--- src/rtl/player_anim_sequencer.sv ---
// player_anim_sequencer: per-fighter animation state/frame generator, stepped only on frame_tick.
// Optional macro ATK_BUFFER_EN: one-deep attack buffer that survives ATK1/HIT lockout.
module player_anim_sequencer #(
  parameter int unsigned TICKS_PER_FRAME = 4,
  parameter int unsigned IDLE_FRAMES     = 10,
  parameter int unsigned RUN_FRAMES      = 8,
  parameter int unsigned ATK_FRAMES      = 18,
  parameter int unsigned ATK_ACT_START   = 8,
  parameter int unsigned ATK_ACT_END     = 11,
  parameter int unsigned HIT_TICKS       = 20,
  parameter logic        FACE_RIGHT_INIT = 1'b1
) (
  input  logic       clk,
  input  logic       rst_n,
  input  logic       frame_tick,
  input  logic       move_left,
  input  logic       move_right,
  input  logic       atk_btn,
  input  logic       hit,
  output logic [3:0] anim_state,
  output logic [5:0] anim_frame,
  output logic       facing_right,
  output logic       attack_active,
  output logic       busy
);

  typedef enum logic [3:0] {
    ST_IDLE = 4'd0,
    ST_MOVE = 4'd1,
    ST_ATK1 = 4'd3,
    ST_HIT  = 4'd5
  } state_t;

  localparam logic [3:0] TICK_LAST = 4'(TICKS_PER_FRAME - 1);
  localparam logic [5:0] IDLE_LAST = 6'(IDLE_FRAMES - 1);
  localparam logic [5:0] RUN_LAST  = 6'(RUN_FRAMES - 1);
  localparam logic [5:0] ATK_LAST  = 6'(ATK_FRAMES - 1);
  localparam logic [5:0] ACT_FIRST = 6'(ATK_ACT_START);
  localparam logic [5:0] ACT_LAST  = 6'(ATK_ACT_END);
  localparam logic [5:0] STUN_LOAD = 6'(HIT_TICKS - 1);

`ifdef ATK_BUFFER_EN
  localparam bit ATK_BUF = 1'b1;
`else
  localparam bit ATK_BUF = 1'b0;
`endif

  state_t     state_q, state_d;
  state_t     walk_state, enter_state;
  logic [5:0] frame_q, frame_d;
  logic [5:0] stun_q, stun_d;
  logic [5:0] loop_last;
  logic [3:0] tick_q, tick_d;
  logic       face_q, face_d;
  logic       act_q, act_d;
  logic       busy_q, busy_d;
  logic       atk_pend_q, atk_pend_d;
  logic       hit_pend_q, hit_pend_d;
  logic       atk_prev_q;
  logic       dir_one, atk_ev, hit_ev, tick_last;
  logic       enter, seq_done;

  // Events arriving in the tick cycle itself count as already pending.
  always_comb begin
    dir_one    = move_left ^ move_right;
    walk_state = dir_one ? ST_MOVE : ST_IDLE;
    atk_ev     = atk_pend_q | (atk_btn & ~atk_prev_q);
    hit_ev     = hit_pend_q | hit;
    tick_last  = (tick_q == TICK_LAST);
    loop_last  = (state_q == ST_MOVE) ? RUN_LAST : IDLE_LAST;
  end

  always_comb begin
    state_d     = state_q;
    frame_d     = frame_q;
    tick_d      = tick_q;
    stun_d      = stun_q;
    face_d      = face_q;
    atk_pend_d  = atk_ev;
    hit_pend_d  = hit_ev;
    enter       = 1'b0;
    enter_state = state_q;
    seq_done    = 1'b0;

    if (frame_tick) begin
      hit_pend_d = 1'b0;
      if ((state_q == ST_IDLE || state_q == ST_MOVE) && dir_one) begin
        face_d = move_right;
      end

      if (hit_ev) begin
        enter       = 1'b1;
        enter_state = ST_HIT;
        if (!ATK_BUF) atk_pend_d = 1'b0;
      end else if (state_q == ST_ATK1 || state_q == ST_HIT) begin
        if (!ATK_BUF) atk_pend_d = 1'b0;
        tick_d = tick_last ? '0 : tick_q + 4'd1;
        if (state_q == ST_ATK1) begin
          if (tick_last) begin
            if (frame_q == ATK_LAST) seq_done = 1'b1;
            else                     frame_d  = frame_q + 6'd1;
          end
        end else begin
          if (stun_q == '0) seq_done = 1'b1;
          else              stun_d   = stun_q - 6'd1;
        end
        if (seq_done) begin
          enter = 1'b1;
          if (ATK_BUF && atk_ev) begin
            enter_state = ST_ATK1;
            atk_pend_d  = 1'b0;
          end else begin
            enter_state = walk_state;
          end
        end
      end else if (atk_ev) begin
        enter       = 1'b1;
        enter_state = ST_ATK1;
        atk_pend_d  = 1'b0;
      end else if (walk_state != state_q) begin
        enter       = 1'b1;
        enter_state = walk_state;
      end else begin
        tick_d = tick_last ? '0 : tick_q + 4'd1;
        if (tick_last) frame_d = (frame_q == loop_last) ? '0 : frame_q + 6'd1;
      end

      // Stun reload on every entry is harmless outside HIT and keeps the path simple.
      if (enter) begin
        state_d = enter_state;
        frame_d = '0;
        tick_d  = '0;
        stun_d  = STUN_LOAD;
      end
    end

    act_d  = (state_d == ST_ATK1) && (frame_d >= ACT_FIRST) && (frame_d <= ACT_LAST);
    busy_d = (state_d == ST_ATK1) || (state_d == ST_HIT);
  end

  always_ff @(posedge clk or negedge rst_n) begin
    if (!rst_n) begin
      state_q    <= ST_IDLE;
      frame_q    <= '0;
      tick_q     <= '0;
      stun_q     <= '0;
      face_q     <= FACE_RIGHT_INIT;
      act_q      <= 1'b0;
      busy_q     <= 1'b0;
      atk_pend_q <= 1'b0;
      hit_pend_q <= 1'b0;
      atk_prev_q <= 1'b0;
    end else begin
      state_q    <= state_d;
      frame_q    <= frame_d;
      tick_q     <= tick_d;
      stun_q     <= stun_d;
      face_q     <= face_d;
      act_q      <= act_d;
      busy_q     <= busy_d;
      atk_pend_q <= atk_pend_d;
      hit_pend_q <= hit_pend_d;
      atk_prev_q <= atk_btn;
    end
  end

  assign anim_state    = state_q;
  assign anim_frame    = frame_q;
  assign facing_right  = face_q;
  assign attack_active = act_q;
  assign busy          = busy_q;

endmodule

--- config.mk ---
export PLATFORM = sky130hd
export DESIGN_NAME = player_anim_sequencer
export DESIGN_NICKNAME = d
export VERILOG_FILES = /design/src/rtl/player_anim_sequencer.sv
export SDC_FILE = /design/constraint.sdc
export NUM_CORES = 1
export LEC_CHECK = 0
export BUFFER_PORTS_ARGS = -buffer_cell sky130_fd_sc_hd__buf_2
export CAP_MARGIN = 20
export CORE_MARGIN = 2
export CORE_UTILIZATION = 35
export CTS_CLUSTER_SIZE = 40
export DETAILED_ROUTE_END_ITERATION = 8
export PLACE_DENSITY_LB_ADDON = 0.3
export SKIP_CTS_REPAIR_TIMING = 1
export SLEW_MARGIN = 20
export SYNTH_ARGS = -nofsm -noshare
export SYNTH_HDL_FRONTEND = slang
export SYNTH_SLANG_ARGS = --single-unit
--- constraint.sdc ---
create_clock -name clk -period 2.6 [get_ports clk]
set_input_delay 0.26 -clock clk [delete_from_list [all_inputs] [get_ports clk]]
set_output_delay 0.26 -clock clk [all_outputs]
set_load 0.01 [all_outputs]
==> results.txt <==
Setup crit start kind -> flop
Die ar. -> 0.00531 mm²
Mapped Area -> 0.00166 mm²
Slew @ Worst Pin -> 0.601 ns
Ports -> 20
Vias/cell -> 5.63
Crit path max-delay family -> simple AND/OR/NAND/NOR gates
Area contributors post-synth -> dfrtp_1 38%, nor2_1 4.5%, ha_1 3.8%
DRC Markers -> 0
Seq/Total Area, Yosys -> 0.393
Min Tclk post-route -> 2.45 ns
Global route overflow -> 0
Pin count of the biggest net entering global routing -> 27
Leakage -> 0.000907 µW
Max Cap Viol -> 0
R2R Path End -> attack_active
CP Max Fanout -> 8
Status -> complete, but fails checks
Fin cells -> 261
Final GP Congestion -> 0.882
DP Area -> 0.00190 mm²
Finished layout cell area -> 0.00196 mm²
Total CTS buffers -> 3
Final Util -> 0.421
CTS tree -> yes
Setup violators final -> 0
RR Startpoint -> anim_state[1]
Dominant cell type by area after synthesis -> dfrtp_1
Count leader, synth -> dfrtp_1
Fin. max-slew vios -> 0
Failing checks -> hold timing
H-Tree Depth -> 1
Critical path endpoint category -> flop
DRT Wirelength -> 4060 µm
Synth Flop Type -> dfrtp_1
Most common cell on crit path -> and4_1
Cells after synthesis -> 175
Nets -> 220
Critical path arrival -> 2.67 ns
Fraction of layout cells with a size suffix above 1 -> 0.251
Max incr delay on CP -> 0.50 ns
Global-route wire length before repair -> 6860 µm
Gr usage total -> 0.164
CP Buf/Inv Count -> 0
Wire per inst -> 15.6 µm
Ant. Diodes -> 0
Type of the worst min-delay path -> in -> async
Vias in the first global route -> 1442
Overall Power -> 1050 µW
Synth cell count leaders -> 25 x dfrtp_1, 20 x nor2_1, 15 x nand2_1
Clk sinks -> 26
Vias -> 1469
Antenna violations before repair -> 0
Worst setup path startpoint -> anim_state[1]
Post-synthesis async set-or-reset flop share -> 1.00
Clk root buf -> clkbuf_8
Setup TNS -> 0 ns
Row count -> 25
Final hold slack -> -0.0167 ns
Die W -> 72.9 µm
Avg Synthesized Cell Area -> 9.49 µm²
RSZ-0062 raised after global routing -> false
Final HPWL DP -> 3010 µm
Peak VDD IR -> 285 µV
R2r worst-path depth -> 7
Critical Path Stages -> 7
Antenna Violating Nets Remaining -> 0
Placed Instances -> 257
Pwr per Cell Area -> 533 mW/mm²
Period utilization -> 0.943
Ys Warns -> 0
Max Fclk -> 0.408 GHz
Slew margin rel. -> 0.599
Setup CP Type -> reg -> reg
Post-synthesis cell type count -> 62
Slowest-stage cell, CP -> or4b_1
Initial Util -> 0.356
Critical path endpoint -> attack_active
Clock-pin transition on the worst setup and hold timing paths -> 0.10 ns
Drt first-iter violations -> 117
Syn nets -> 187
Share of the synthesized area in the top cell type -> 0.377
First-pass DRT Iterations -> 4
Area growth syn-to-layout -> 18.3%
Die height -> 72.9 µm
Core Region -> 0.00466 mm²
Post-synth EDFFs -> 0
Clock Path Buffers -> 2
Flops & latches, synth -> 26
Worst endpoint required time -> 2.81 ns
Hold Fails Final Rpt -> 25
Clk_skew -> 0.00825 ns
Port Buffers -> 19
R2R setup slack -> 0.15 ns
Critical-path cell list -> nor4b_4 > mux2i_1 > or4b_1 > and4_1 > a211o_1 > a32oi_2 > and4_1
Worst-Skew Late Latency -> 0.27 ns
routing by layer:
metal,part of all wire,GRT usage
met4,0.0039,0.0412
met2,0.47,0.271
met5,0,0
met1,0.48,0.232
met3,0.049,0.0124
where the power goes:
part           total, µW  switching [µW]  internal [µW]
clock network        240             131            110
logic                329             183            145
registers            479            40.5            438
total               1050             355            693
how the worst min path moves through the flow:
stage,end,slack [ns],cells after the start
6_report,stun_q[2],-0.02,1
5_1_grt,stun_q[4],0.04,1
4_1_cts,stun_q[3],0.005,1
3_5_place_dp,stun_q[4],0.30,1
3_3_place_gp,stun_q[4],0.30,1
2_1_floorplan,anim_frame[0],-0.04,0
layout by cell type, fill, tap and decap left out, types with 2 or more instances in the layout:
cell / Yosys / routed
xor2_1: 3 / 3
clkbuf_8: 0 / 3
nor2b_1: 4 / 4
nand2b_1: 3 / 3
a31oi_1: 3 / 2
dfrtp_1: 25 / 25
nand2_1: 15 / 15
a22o_1: 2 / 2
and4_1: 2 / 2
or2_2: 2 / 2
a21o_1: 2 / 2
nand4_1: 2 / 2
ha_1: 5 / 5
xnor2_1: 2 / 2
o21ai_1: 3 / 3
o21ai_0: 10 / 10
nor2_1: 20 / 20
buf_4: 1 / 13
a21oi_1: 7 / 7
and2_1: 2 / 2
nor3_1: 2 / 2
a22oi_1: 2 / 2
or3_1: 2 / 2
buf_2: 0 / 19
o22ai_1: 2 / 2
inv_1: 12 / 12
through the flow:
stage	hold WS, ns	worst slack, ns
2_1_floorplan	-0.0356	0.216
3_3_place_gp	0.303	0.165
3_5_place_dp	0.302	0.133
4_1_cts	0.00532	0.106
5_1_grt	0.0357	0.0106
6_report	-0.0167	0.149
flip-flops by register name, summed over array words and instances, names as in the netlist:
register       cells
anim_state         4
busy               1
atk_pend_q         1
facing_right       1
attack_active      1
anim_frame         6
stun_q             6
tick_q             4
atk_prev_q         1
hit_pend_q         1
area by class of cell:
class                      instances  area (µm²)
multi-input combinational        132         958
tap                               54        67.6
inverter                          13        48.8
sequential                        26         652
fill                             474        2700
clock buffer                       4        45.0
timing repair buffer              32         193
worst reg2reg max path, delay by kind of cell, from the launching register on:
| family | cells | cell delay, ns |
|---|---|---|
| flip-flops | 1 | 0.48 |
| AND/OR/NAND/NOR | 4 | 1.30 |
| multiplexers | 1 | 0.14 |
| AO/OA/AOI/OAI | 2 | 0.48 |
cell families after synthesis:
group	share of synthesized area
multiplexers	0.00603
XOR/XNOR	0.0407
AND/OR/NAND/NOR	0.280
flip-flops	0.393
buffers and inverters	0.0407
AO/OA/AOI/OAI	0.203
adder cells (fa/ha/maj)	0.0377
No activity file was read; power rests on OpenSTA's default activity.
